<file path="src/rtl/vid_native_to_axis.sv">
// Native video (data/vsync/active) to AXI4-Stream video bridge.
// One-pixel hold stage gives end-of-line lookahead; a FIFO with a registered head feeds the AXIS port.
module vid_native_to_axis #(
    parameter int DATA_WID     = 24,
    parameter int DEST_WID     = 2,
    parameter int DEST         = 0,
    parameter int DEPTH        = 16,
    parameter int AFULL_MARGIN = 4,
    parameter int VSYNC_POL    = 1
) (
    input  logic                    clk,
    input  logic                    rst,
    input  logic [DATA_WID-1:0]     vid_data,
    input  logic                    vid_vsync,
    input  logic                    vid_active,
    output logic                    vid_vtg_ce,
    output logic [DATA_WID-1:0]     m_axis_tdata,
    output logic [DEST_WID-1:0]     m_axis_tdest,
    output logic [DATA_WID/8-1:0]   m_axis_tkeep,
    output logic                    m_axis_tuser,
    output logic                    m_axis_tlast,
    output logic                    m_axis_tvalid,
    input  logic                    m_axis_tready,
    output logic [$clog2(DEPTH):0]  level,
    output logic                    overflow,
    input  logic                    ovf_clr
);
    localparam int AW = $clog2(DEPTH);
    localparam int LW = AW + 1;
    localparam int EW = DATA_WID + 2;

    typedef enum logic [1:0] {WAIT_SOF, RUN, RESYNC} state_t;
    state_t state, state_nxt;

    logic                vs_act, vs_q, vs_edge, sof_pend, cap_sof;
    logic                hold_vld, hold_sof, hold_ld;
    logic [DATA_WID-1:0] hold_data;
    logic [EW-1:0]       mem [DEPTH];
    logic [AW-1:0]       wr_ptr, rd_ptr;
    logic [LW-1:0]       unloaded;
    logic                full, pop, wr_try, push, drop, head_ld;

    assign m_axis_tkeep = '1;
    assign m_axis_tdest = DEST_WID'(DEST);

    assign vs_act  = (VSYNC_POL != 0) ? vid_vsync : ~vid_vsync;
    assign vs_edge = vs_act & ~vs_q;
    // A pixel coinciding with the vsync edge is not tagged; sof_pend is only armed by it.
    assign cap_sof = vid_active & sof_pend;

    always_ff @(posedge clk or posedge rst) begin
        if (rst) begin
            vs_q     <= 1'b0;
            sof_pend <= 1'b0;
        end else begin
            vs_q     <= vs_act;
            sof_pend <= vs_edge | (sof_pend & ~cap_sof);
        end
    end

    assign full     = (level == LW'(DEPTH));
    assign pop      = m_axis_tvalid & m_axis_tready;
    assign wr_try   = (state == RUN) & hold_vld;
    assign push     = wr_try & (~full | pop);
    assign drop     = wr_try & full & ~pop;
    // Entries stored but not yet copied into the output head register.
    assign unloaded = level - LW'(m_axis_tvalid);
    assign head_ld  = (~m_axis_tvalid | pop) & (unloaded != '0);

    always_comb begin
        state_nxt = state;
        hold_ld   = 1'b0;
        case (state)
            RUN: begin
                if (drop) state_nxt = RESYNC;
                else      hold_ld   = vid_active;
            end
            default: begin
                hold_ld = cap_sof;
                if (cap_sof) state_nxt = RUN;
            end
        endcase
    end

    always_ff @(posedge clk or posedge rst) begin
        if (rst) begin
            state     <= WAIT_SOF;
            hold_vld  <= 1'b0;
            hold_sof  <= 1'b0;
            hold_data <= '0;
        end else begin
            state    <= state_nxt;
            hold_vld <= hold_ld;
            if (hold_ld) begin
                hold_sof  <= cap_sof;
                hold_data <= vid_data;
            end
        end
    end

    // The held pixel is the last of its line when active has already fallen.
    always_ff @(posedge clk) begin
        if (push) mem[wr_ptr] <= {hold_sof, ~vid_active, hold_data};
    end

    always_ff @(posedge clk or posedge rst) begin
        if (rst) begin
            wr_ptr        <= '0;
            rd_ptr        <= '0;
            level         <= '0;
            m_axis_tvalid <= 1'b0;
            m_axis_tuser  <= 1'b0;
            m_axis_tlast  <= 1'b0;
            m_axis_tdata  <= '0;
            overflow      <= 1'b0;
            vid_vtg_ce    <= 1'b0;
        end else begin
            if (push) wr_ptr <= wr_ptr + AW'(1);
            level <= level + LW'(push) - LW'(pop);
            if (head_ld) begin
                {m_axis_tuser, m_axis_tlast, m_axis_tdata} <= mem[rd_ptr];
                rd_ptr        <= rd_ptr + AW'(1);
                m_axis_tvalid <= 1'b1;
            end else if (pop) begin
                m_axis_tvalid <= 1'b0;
            end
            overflow   <= drop | (overflow & ~ovf_clr);
            vid_vtg_ce <= (level < LW'(DEPTH - AFULL_MARGIN));
        end
    end
endmodule

</file>
<file path="config.mk">
export PLATFORM = sky130hd
export DESIGN_NAME = vid_native_to_axis
export DESIGN_NICKNAME = d
export VERILOG_FILES = /design/src/rtl/vid_native_to_axis.sv
export SDC_FILE = /design/constraint.sdc
export NUM_CORES = 1
export LEC_CHECK = 0
export ABC_CLOCK_PERIOD_IN_PS = 5100
export CAP_MARGIN = 20
export CORE_MARGIN = 2
export CORE_UTILIZATION = 45
export CTS_CLUSTER_SIZE = 25
export DETAILED_ROUTE_END_ITERATION = 16
export GPL_TIMING_DRIVEN = 0
export PLACE_DENSITY = 0.64
export SYNTH_ARGS = -nofsm -noshare
export SYNTH_HDL_FRONTEND = slang
export SYNTH_SLANG_ARGS = --single-unit
</file>
<file path="constraint.sdc">
create_clock -name clk -period 5.1 [get_ports clk]
set_input_delay 0.765 -clock clk [delete_from_list [all_inputs] [get_ports clk]]
set_output_delay 0.765 -clock clk [all_outputs]
set_load 0.02 [all_outputs]
</file>
* Word level (Yosys, flattened, before mapping)
Memories as Yosys holds them, arrays and structs flattened. A register that Yosys moved wholly into a read port is not among the register bits.
Index checks and enable logic that the tools add are counted.
** Word-level totals
- Register bits after elaboration :: 46
- Latch bits :: 0
- RAM bits :: 416
- Bits in read-only memories :: 0
- Input bits :: 30
- Output and inout port bits :: 39
- Logic and storage cells :: 56
- Memories :: 1
** Operators by class
- Add/sub/neg operators :: 5
- Multiply operators :: 0
- Div/mod/pow operators :: 0
- Order comparisons :: 1
- Eq/ne operators :: 3
- Shifts and indexed selects :: 0
- Muxes and demuxes :: 9
- Bitwise operators :: 21
- Reduce and logical (&&, ||, !) cells :: 4
** Memory list
- mem :: depth 16, bits a word 26, rd ports 1, clocked after memory_dff 1, wr ports 1, line 38 : logic [EW-1:0] mem [DEPTH];
** Operators by type and width (number)
- AND 1 bit :: 10
- subtractor 5 x 1 -> 5 bit :: 2
- adder 4 x 1 -> 4 bit (second input constant) :: 2
- inverter 1 bit :: 7
- 2-to-1 mux 1 bit :: 6
- 2-to-1 mux 2 bit :: 3
- adder 5 x 1 -> 5 bit :: 1
- == test 5 bit (second input constant) :: 1
- less-than comparator 5 x 4 -> 1 bit (second input constant) :: 1
- nonzero test 5 bit :: 1
- OR 1 bit :: 4
- nonzero test 2 bit :: 2
- == test 2 x 1 -> 1 bit (second input constant) :: 1
- != test 2 bit (second input constant) :: 1
- AND reduction 2 bit :: 1

* Longest topological paths before layout
Gate-level depths: netlist of run 1.
- Word-level depth :: 6
- Gate-level depth with buffers :: 15
- Mapped depth without buffers :: 14

* Worst setup path before layout of run 1
No wires, ideal clock.
- Kind :: flip-flop to flip-flop
- From :: register level[2]
- To :: memory mem[4][0] in the netlist's numbering (enable)
- Setup time :: 0.447 ns
- Arrival :: 3.509 ns
- Required time :: 4.653 ns
- Setup slack :: 1.144 ns
- Stages on the path, launching flop included :: 9
- Buffers on the path :: 1
- Period minus slack after synthesis :: 3.956 ns
- Cell sequence :: dfrtp_1 inv_1 ha_1 nand2_1 or4_4 nor2b_1 clkbuf_1 nand2_1 nor3b_1
** Between the ends
- Cells in the longest elaborated chain, start to end :: 6
** Ends and longest elaborated chain
- start, declared :: line 24 : output logic [$clog2(DEPTH):0] level,
- start signal, assigned :: line 119 : level <= level + LW'(push) - LW'(pop);
- == test 5 bit :: line 61 : assign full = (level == LW'(DEPTH));
- inverter 1 bit :: line 64 : assign push = wr_try & (~full | pop);
- OR 1 bit :: line 64
- AND 1 bit :: line 64
- 2-to-1 mux 1 bit :: line 103 : if (push) mem[wr_ptr] <= {hold_sof, ~vid_active, hold_data};
- 2-to-1 mux 1 bit (implied by the code) :: line 103
- end, declared :: line 38
Every way passes these cells.

* Worst setup path after layout of run 1
- From :: register level[2]
- To :: register level[4]
** Between the ends
- Cells in the longest elaborated chain, start to end :: 6
** Ends and longest elaborated chain (line)
- == test 5 bit :: 61
- inverter 1 bit :: 64
- OR 1 bit :: 64
- AND 1 bit :: 64
- adder 5 x 1 -> 5 bit (*) :: 119
- subtractor 5 x 1 -> 5 bit (*) :: 119
Mark *: on every way between the ends. The rest lies on a longest branch, timed or not.
A chain may end at the register's enable or synchronous reset.

==> flow_metrics.env, run 1 <==
export IMPL_setup_violations=0
export IMPL_synth_edff_count=416
export IMPL_tightest_slew_ns=0.989
export IMPL_rsz0062_at_grt="no"
export IMPL_startpoint="level[2]$_DFF_PP0_"
export IMPL_cap_viol_max_count=0
export IMPL_synth_top_area_cell="edfxtp_1"
export IMPL_ant_nets=0
export IMPL_die_h_um=209
export IMPL_clk_latency_ns=0.55
export IMPL_finalCritPeriodShare_pct=60.7
export IMPL_core_um2=41100
export IMPL_holdCritPathClass="reg -> reg"
export IMPL_post_cts_buffers=0
export IMPL_seq_area_frac_synth_pct=75.9
export IMPL_min_from="vs_q$_DFF_PP0_"
export IMPL_hold_buffers=0
export IMPL_synth_top_area_share_pct=66.3
export IMPL_synth_cells=885
export IMPL_clockBufferDepth=3
export IMPL_worstPathRequired_ns=5.57
export IMPL_grt_use_total_pct=18.1
export IMPL_r2r_end="level[4]$_DFF_PP0_"
export IMPL_power_density_nw_per_um2=582
export IMPL_synth_seq_cells=488
export IMPL_h_tree_depth=2
export IMPL_ctsResizeCount=0
export IMPL_relSlewSlack_pct=34.1
export IMPL_area_growth_syn_to_layout_pct=16.9
export IMPL_initialDrtViolationCount=694
export IMPL_layout_drive_gt1_share_pct=27.2
export IMPL_first_pass_iters=5
export IMPL_grt_pass1_vias=9401
export IMPL_vias=8843
export IMPL_yosysWarnings=0
export IMPL_ir_drop_mv=0.334
export IMPL_die_w_um=209
export IMPL_initial_utilization_pct=45.8
export IMPL_cts_buffers=48
export IMPL_avgSynthCellArea_um2=21.3
export IMPL_pin_count=69
export IMPL_fillers=3222
export IMPL_critPathKind="reg -> reg"
export IMPL_cts_tree="built"
export IMPL_clock_sinks=488
export IMPL_antenna_cells=0
export IMPL_fmax_mhz=323
export IMPL_portBuffers=63
export IMPL_clk_pin_slew_worst_paths_ns=0.06
export IMPL_p_leak_nw=7.47
export IMPL_vias_per_cell=5.57
export IMPL_final_cells=1588
export IMPL_path_max_fanout=8
export IMPL_layout_setup_ws_ns=2.00
export IMPL_antenna_found_initial=0
export IMPL_place_congestion=0.721
export IMPL_ys_async_sr_fraction_pct=14.8
export IMPL_post_route_drc_count=0
export IMPL_wl_per_cell_um=24.2
export IMPL_r2r_slack_ns=2.00
export IMPL_worst_endpoint_arrival_ns=3.57
export IMPL_grt_pass1_wl_mm=58.1
export IMPL_syn_cell_area_um2=18800
export IMPL_cp_start_kind="register"
export IMPL_synth_distinct_cells=44
export IMPL_nets=1064
export IMPL_fp_row_count=74
export IMPL_slew_violations=0
export IMPL_r2r_start="level[2]$_DFF_PP0_"
export IMPL_synth_ff_type="edfxtp_1"
export IMPL_crit_path_end_kind="register"
export IMPL_routed_wl_mm=38.4
export IMPL_r2r_cells=15
export IMPL_grt_max_degree=54
export IMPL_hpwlAfterDp_mm=23.5
export IMPL_grt_overflow_total=0
export IMPL_hold_viol=0
export IMPL_synthTopCellsByArea="edfxtp_1 (66%), mux4_2 (12%), dfrtp_1 (9.6%)"
export IMPL_status="complete, no violations"
export IMPL_skew_ns=0.0121
export IMPL_cp_endpoint="level[4]$_DFF_PP0_"
export IMPL_die_area_um2=43500
export IMPL_final_min_clock_period_ns=3.10
export IMPL_cts_root_buffer_cell="clkbuf_16"
export IMPL_placed_cells=1500
export IMPL_dp_slack_ns=1.43
==> cells in the final DEF (no fill, tap or decap), drive strengths merged, types with 2 or more instances in the layout <==
master | synthesis | routed
clkinv | 0 | 11
and3 | 6 | 6
mux4 | 104 | 104
clkdlybuf4s50 | 0 | 63
a21oi | 7 | 7
inv | 18 | 19
o21ai | 4 | 4
and2 | 10 | 10
xnor2 | 5 | 5
ha | 15 | 15
a22oi | 50 | 50
dfrtp | 72 | 72
edfxtp | 416 | 416
buf | 25 | 42
bufinv | 0 | 5
nand4 | 2 | 2
clkbuf | 24 | 94
nor2 | 8 | 8
nand2 | 36 | 36
nor2b | 5 | 5
nor3 | 3 | 3
nor3b | 5 | 5
xor2 | 4 | 4
conb | 2 | 5
mux2 | 51 | 51
==> sequential cells by signal, summed over array words and instances, names as in the netlist, 2 cells and up <==
register      flops
level             5
rd_ptr            4
mem             416
hold_data        24
m_axis_tdata     24
state             2
wr_ptr            4
==> how the worst min path moves through the flow <==
stage,to,slack [ns],depth (start not counted)
6_report,sof_pend$_DFF_PP0_,0.44,1
5_1_grt,sof_pend$_DFF_PP0_,0.44,1
4_1_cts,sof_pend$_DFF_PP0_,0.43,1
3_5_place_dp,sof_pend$_DFF_PP0_,0.42,1
3_3_place_gp,sof_pend$_DFF_PP0_,0.40,1
2_1_floorplan,sof_pend$_DFF_PP0_,0.40,1
==> cell type report <==
| type | count | area (um^2) | share of cell area [%] |
|---|---|---|---|
| Buffer | 49 | 262 | 1.19 |
| Clock buffer | 70 | 1380 | 6.25 |
| Clock inverter | 18 | 215 | 0.978 |
| Inverter | 18 | 70.1 | 0.318 |
| Multi-Input combinational cell | 333 | 4250 | 19.3 |
| Sequential cell | 488 | 14300 | 65.0 |
| Tap cell | 532 | 666 | 3.02 |
| Timing Repair Buffer | 80 | 873 | 3.97 |
==> per-stage QoR <==
step | setup TNS [ns] | hold slack [ns] | utilization (%) | cell area, um^2 | power (mW)
global route | 0 | 0.439 | 53.5 | 22000 | 13.4
finish | 0 | 0.440 | 53.5 | 22000 | 12.8
CTS | 0 | 0.428 | 53.5 | 22000 | 13.0
detailed placement | 0 | 0.420 | 49.7 | 20400 | 9.44
floorplan | 0 | 0.399 | - | 18800 | 8.06
global placement | -158.75 | 0.405 | 49.0 | 20100 | 9.33
==> layer usage <==
layer / up-vias / GRT usage (%) / wire length [um]
met2: 230 / 30.2 / 19200
met1: 4698 / 25.1 / 16500
met4: 0 / 4.68 / 848
li1: 3853 / - / -
met3: 62 / 2.87 / 1890
met5: - / 0 / 0
==> synthesized netlist by cell type (2+ instances only) <==
cell and count:
xnor2_1 5, o21ai_0 3, clkbuf_1 24, nor3b_1 5
buf_2 15, xor2_1 4, nor2_1 7, buf_4 5
dfrtp_1 72, ha_1 15, edfxtp_1 416, nand2_1 36
and2_1 8, nand4_1 2, buf_12 2, conb_1 2
nor3_1 3, mux2_2 32, mux2_4 19, a22oi_1 50
nor2b_1 5, inv_1 18, buf_1 2, and3_1 6
a21oi_1 7, mux4_2 104
==> power breakdown <==
group          leakage, nW  internal (mW)  switching (mW)
logic                 2.09           1.71            1.95
registers             4.60           5.18           0.438
clock network        0.777           2.12            1.42
total                 7.47           9.01            3.81
==> worst max-delay path: stages, from the launching register on <==
cell and delay, ns:
dfrtp_1 0.46, inv_1 0.16, ha_1 0.19, nand2_1 0.06, or4_4 0.43, nor2b_1 0.14, clkbuf_1 0.18, inv_1 0.15
ha_1 0.14, inv_1 0.04, ha_1 0.20, fa_1 0.43, a21oi_1 0.14, nor2_1 0.06, nor2_1 0.11, xnor2_1 0.13
==> cells by family (layout without fill, tap and decap cells) <==
logic type / after synthesis / in the layout / synth area share, %
DFF: 488 / 488 / 75.9
muxes: 156 / 156 / 15.9
and+or+nand+nor: 81 / 81 / 2.19
buffers and inverters: 67 / 235 / 1.75
AOI/OAI and AO/OA: 66 / 66 / 2.66
adders and majority gates: 16 / 16 / 1.10
xor gates and xnor gates: 9 / 9 / 0.419
other: 2 / 5 / 0.0399
(Power assumes the default switching activity.)
==> run 2: changes to the inputs <==
- ABC_CLOCK_PERIOD_IN_PS: 5100 -> 2550
- PLACE_DENSITY: 0.64 -> 0.66
- clock period: 5.1 -> 2.55 ns (I/O delays scaled with it)
==> flow_metrics.env, run 2 (synthesized netlist as in run 1, its figures left out) <==
export IMPL_status="complete, no violations"
export IMPL_clock_sinks=488
export IMPL_initialDrtViolationCount=693
export IMPL_grt_pass1_wl_mm=58.4
export IMPL_post_route_drc_count=0
export IMPL_vias=8980
export IMPL_power_frac_seq_pct=42.7
export IMPL_skew_ns=0.0121
export IMPL_area_growth_syn_to_layout_pct=18.5
export IMPL_cts_buffers=50
export IMPL_cts_tree="built"
export IMPL_slew_violations=0
export IMPL_core_um2=41100
export IMPL_die_area_um2=43500
export IMPL_ir_drop_mv=0.621
export IMPL_final_cell_mix="edfxtp_1 (416), mux4_2 (104), dfrtp_1 (69)"
export IMPL_p_leak_nw=7.65
export IMPL_largest_reg_flops=416
export IMPL_sw_frac_of_total_pct=30.3
export IMPL_r2r_start="level[2]$_DFF_PP0_"
export IMPL_p_int_mw=18.3
export IMPL_path_max_fanout=3
export IMPL_portBuffers=63
export IMPL_final_min_clock_period_ns=2.54
export IMPL_critPathKind="reg -> reg"
export IMPL_comb_power_share_pct=29.8
export IMPL_grt_max_degree=38
export IMPL_tightest_slew_ns=0.870
export IMPL_placed_cells=1492
export IMPL_fmax_mhz=393
export IMPL_setup_violations=0
export IMPL_rsz0062_at_grt="yes"
export IMPL_r2r_slack_ns=0.006
export IMPL_r2r_cells=14
export IMPL_pin_count=69
export IMPL_vias_per_cell=5.61
export IMPL_initial_utilization_pct=45.8
export IMPL_cap_viol_max_count=0
export IMPL_fp_row_count=74
export IMPL_final_common_cell="edfxtp_1"
export IMPL_final_cells=1602
export IMPL_grt_overflow_total=0
export IMPL_relSlewSlack_pct=42.0
export IMPL_p_sw_mw=7.99
export IMPL_reg_top3="mem x416, hold_data x24, m_axis_tdata x24"
export IMPL_grt_pass1_vias=9400
export IMPL_top_register="mem"
export IMPL_layout_drive_gt1_share_pct=31.7
export IMPL_worstPathRequired_ns=3.04
export IMPL_worst_endpoint_arrival_ns=3.04
export IMPL_fillers=3168
export IMPL_r2r_end="level[4]$_DFF_PP0_"
export IMPL_h_tree_depth=2
export IMPL_cp_start_kind="register"
export IMPL_die_w_um=209
export IMPL_antenna_found_initial=0
export IMPL_crit_path_end_kind="register"
export IMPL_power_density_nw_per_um2=1180
export IMPL_clkPwrFrac_pct=27.6
export IMPL_hold_viol=0
export IMPL_clk_latency_ns=0.57
export IMPL_die_h_um=209
export IMPL_nets=1074
export IMPL_grt_use_total_pct=18.1
export IMPL_antenna_cells=0
export IMPL_clk_pin_slew_worst_paths_ns=0.06
export IMPL_wl_per_cell_um=24.6
export IMPL_cts_root_buffer_cell="clkbuf_16"
export IMPL_finalCritPeriodShare_pct=99.8
export IMPL_first_pass_iters=5
export IMPL_ant_nets=0
export IMPL_place_congestion=0.735
export IMPL_routed_wl_mm=39.4
export IMPL_clockBufferDepth=3
export IMPL_holdCritPathClass="in -> async"
export IMPL_hpwlAfterDp_mm=22.9
export IMPL_p_total_mw=26.3
[run 2: worst max-delay path by stage]
stage / from / endpoint / slack, ns / cells past startpoint
after detailed placement: m_axis_tready / level[4]$_DFF_PP0_ / -0.56 / 14
after global routing: level[2]$_DFF_PP0_ / level[4]$_DFF_PP0_ / -0.1 / 14
final: level[2]$_DFF_PP0_ / level[4]$_DFF_PP0_ / 0.006 / 14
after global placement: rst / level[2]$_DFF_PP0_ / -1.61 / 2
after floorplan: level[2]$_DFF_PP0_ / level[4]$_DFF_PP0_ / -0.11 / 15
after CTS: state[1]$_DFFE_PP0P_ / mem[0][4]$_DFFE_PP_ / -0.13 / 6
[run 2: power groups by stage]
stage / clock, mW / combinational, mW / sequential (mW)
after CTS: 7.37 / 7.73 / 11.2
after global placement: 0 / 7.33 / 11.3
after detailed placement: 0 / 7.52 / 11.4
final: 7.25 / 7.84 / 11.2
after floorplan: 0 / 4.81 / 11.4
after global routing: 7.68 / 8.44 / 11.4
[run 2: metrics by stage]
step / TNS [ns] / setup slack (ns) / util (%) / cell area, um^2 / hold WS [ns]
2_1_floorplan: -0.113 / -0.113 / - / 18900 / 0.399
3_3_place_gp: -506.98 / -1.61 / 49.2 / 20200 / 0.407
3_5_place_dp: -162.75 / -0.557 / 49.7 / 20400 / 0.420
4_1_cts: -9.87 / -0.134 / 53.9 / 22200 / 0.230
5_1_grt: -3.96 / -0.0952 / 54.3 / 22300 / 0.248
6_report: 0 / 0.00568 / 54.3 / 22300 / 0.205
[run 2: cell type report]
cell class | count | area, um^2 | area share (%)
multi-input cells | 335 | 4380 | 19.6
repair buffers | 87 | 933 | 4.18
flip-flops and latches | 488 | 14300 | 64.1
clock buffers | 70 | 1440 | 6.45
inverters | 18 | 77.6 | 0.348
well taps | 532 | 666 | 2.98
plain buffers | 48 | 312 | 1.40
clock inverters | 24 | 211 | 0.947
[run 2: critical path, cell delays in order, from the launching register on]
cell and delay (ns):
dfrtp_2 0.42, inv_4 0.07, ha_4 0.13, nand2_2 0.04, or4_4 0.49, nor2b_4 0.16
inv_4 0.07, ha_4 0.12, inv_2 0.04, ha_4 0.15, fa_2 0.34, a21oi_2 0.12
nor2_1 0.06, nor2_1 0.12, xnor2_1 0.13
[run 2: timing repair]
| action | 4_1_cts | 5_1_grt |
|---|---|---|
| setup endpoints to repair | 343 | 288 |
| cloned | 0 | 2 |
| resized for setup | 21 | 40 |
| hold buffers | 0 | 0 |
| pin swaps | 3 | 12 |
| setup buffers | 8 | 7 |
[run 2: metal layers]
metal | part of all wire [%] | up-vias | track usage (%) | wire, um
li1 | - | 3888 | - | -
met1 | 44 | 4776 | 25.8 | 17300
met2 | 49 | 272 | 29.4 | 19400
met3 | 5.5 | 44 | 3.32 | 2180
met4 | 1.3 | 0 | 3.89 | 527
met5 | 0 | - | 0 | 0
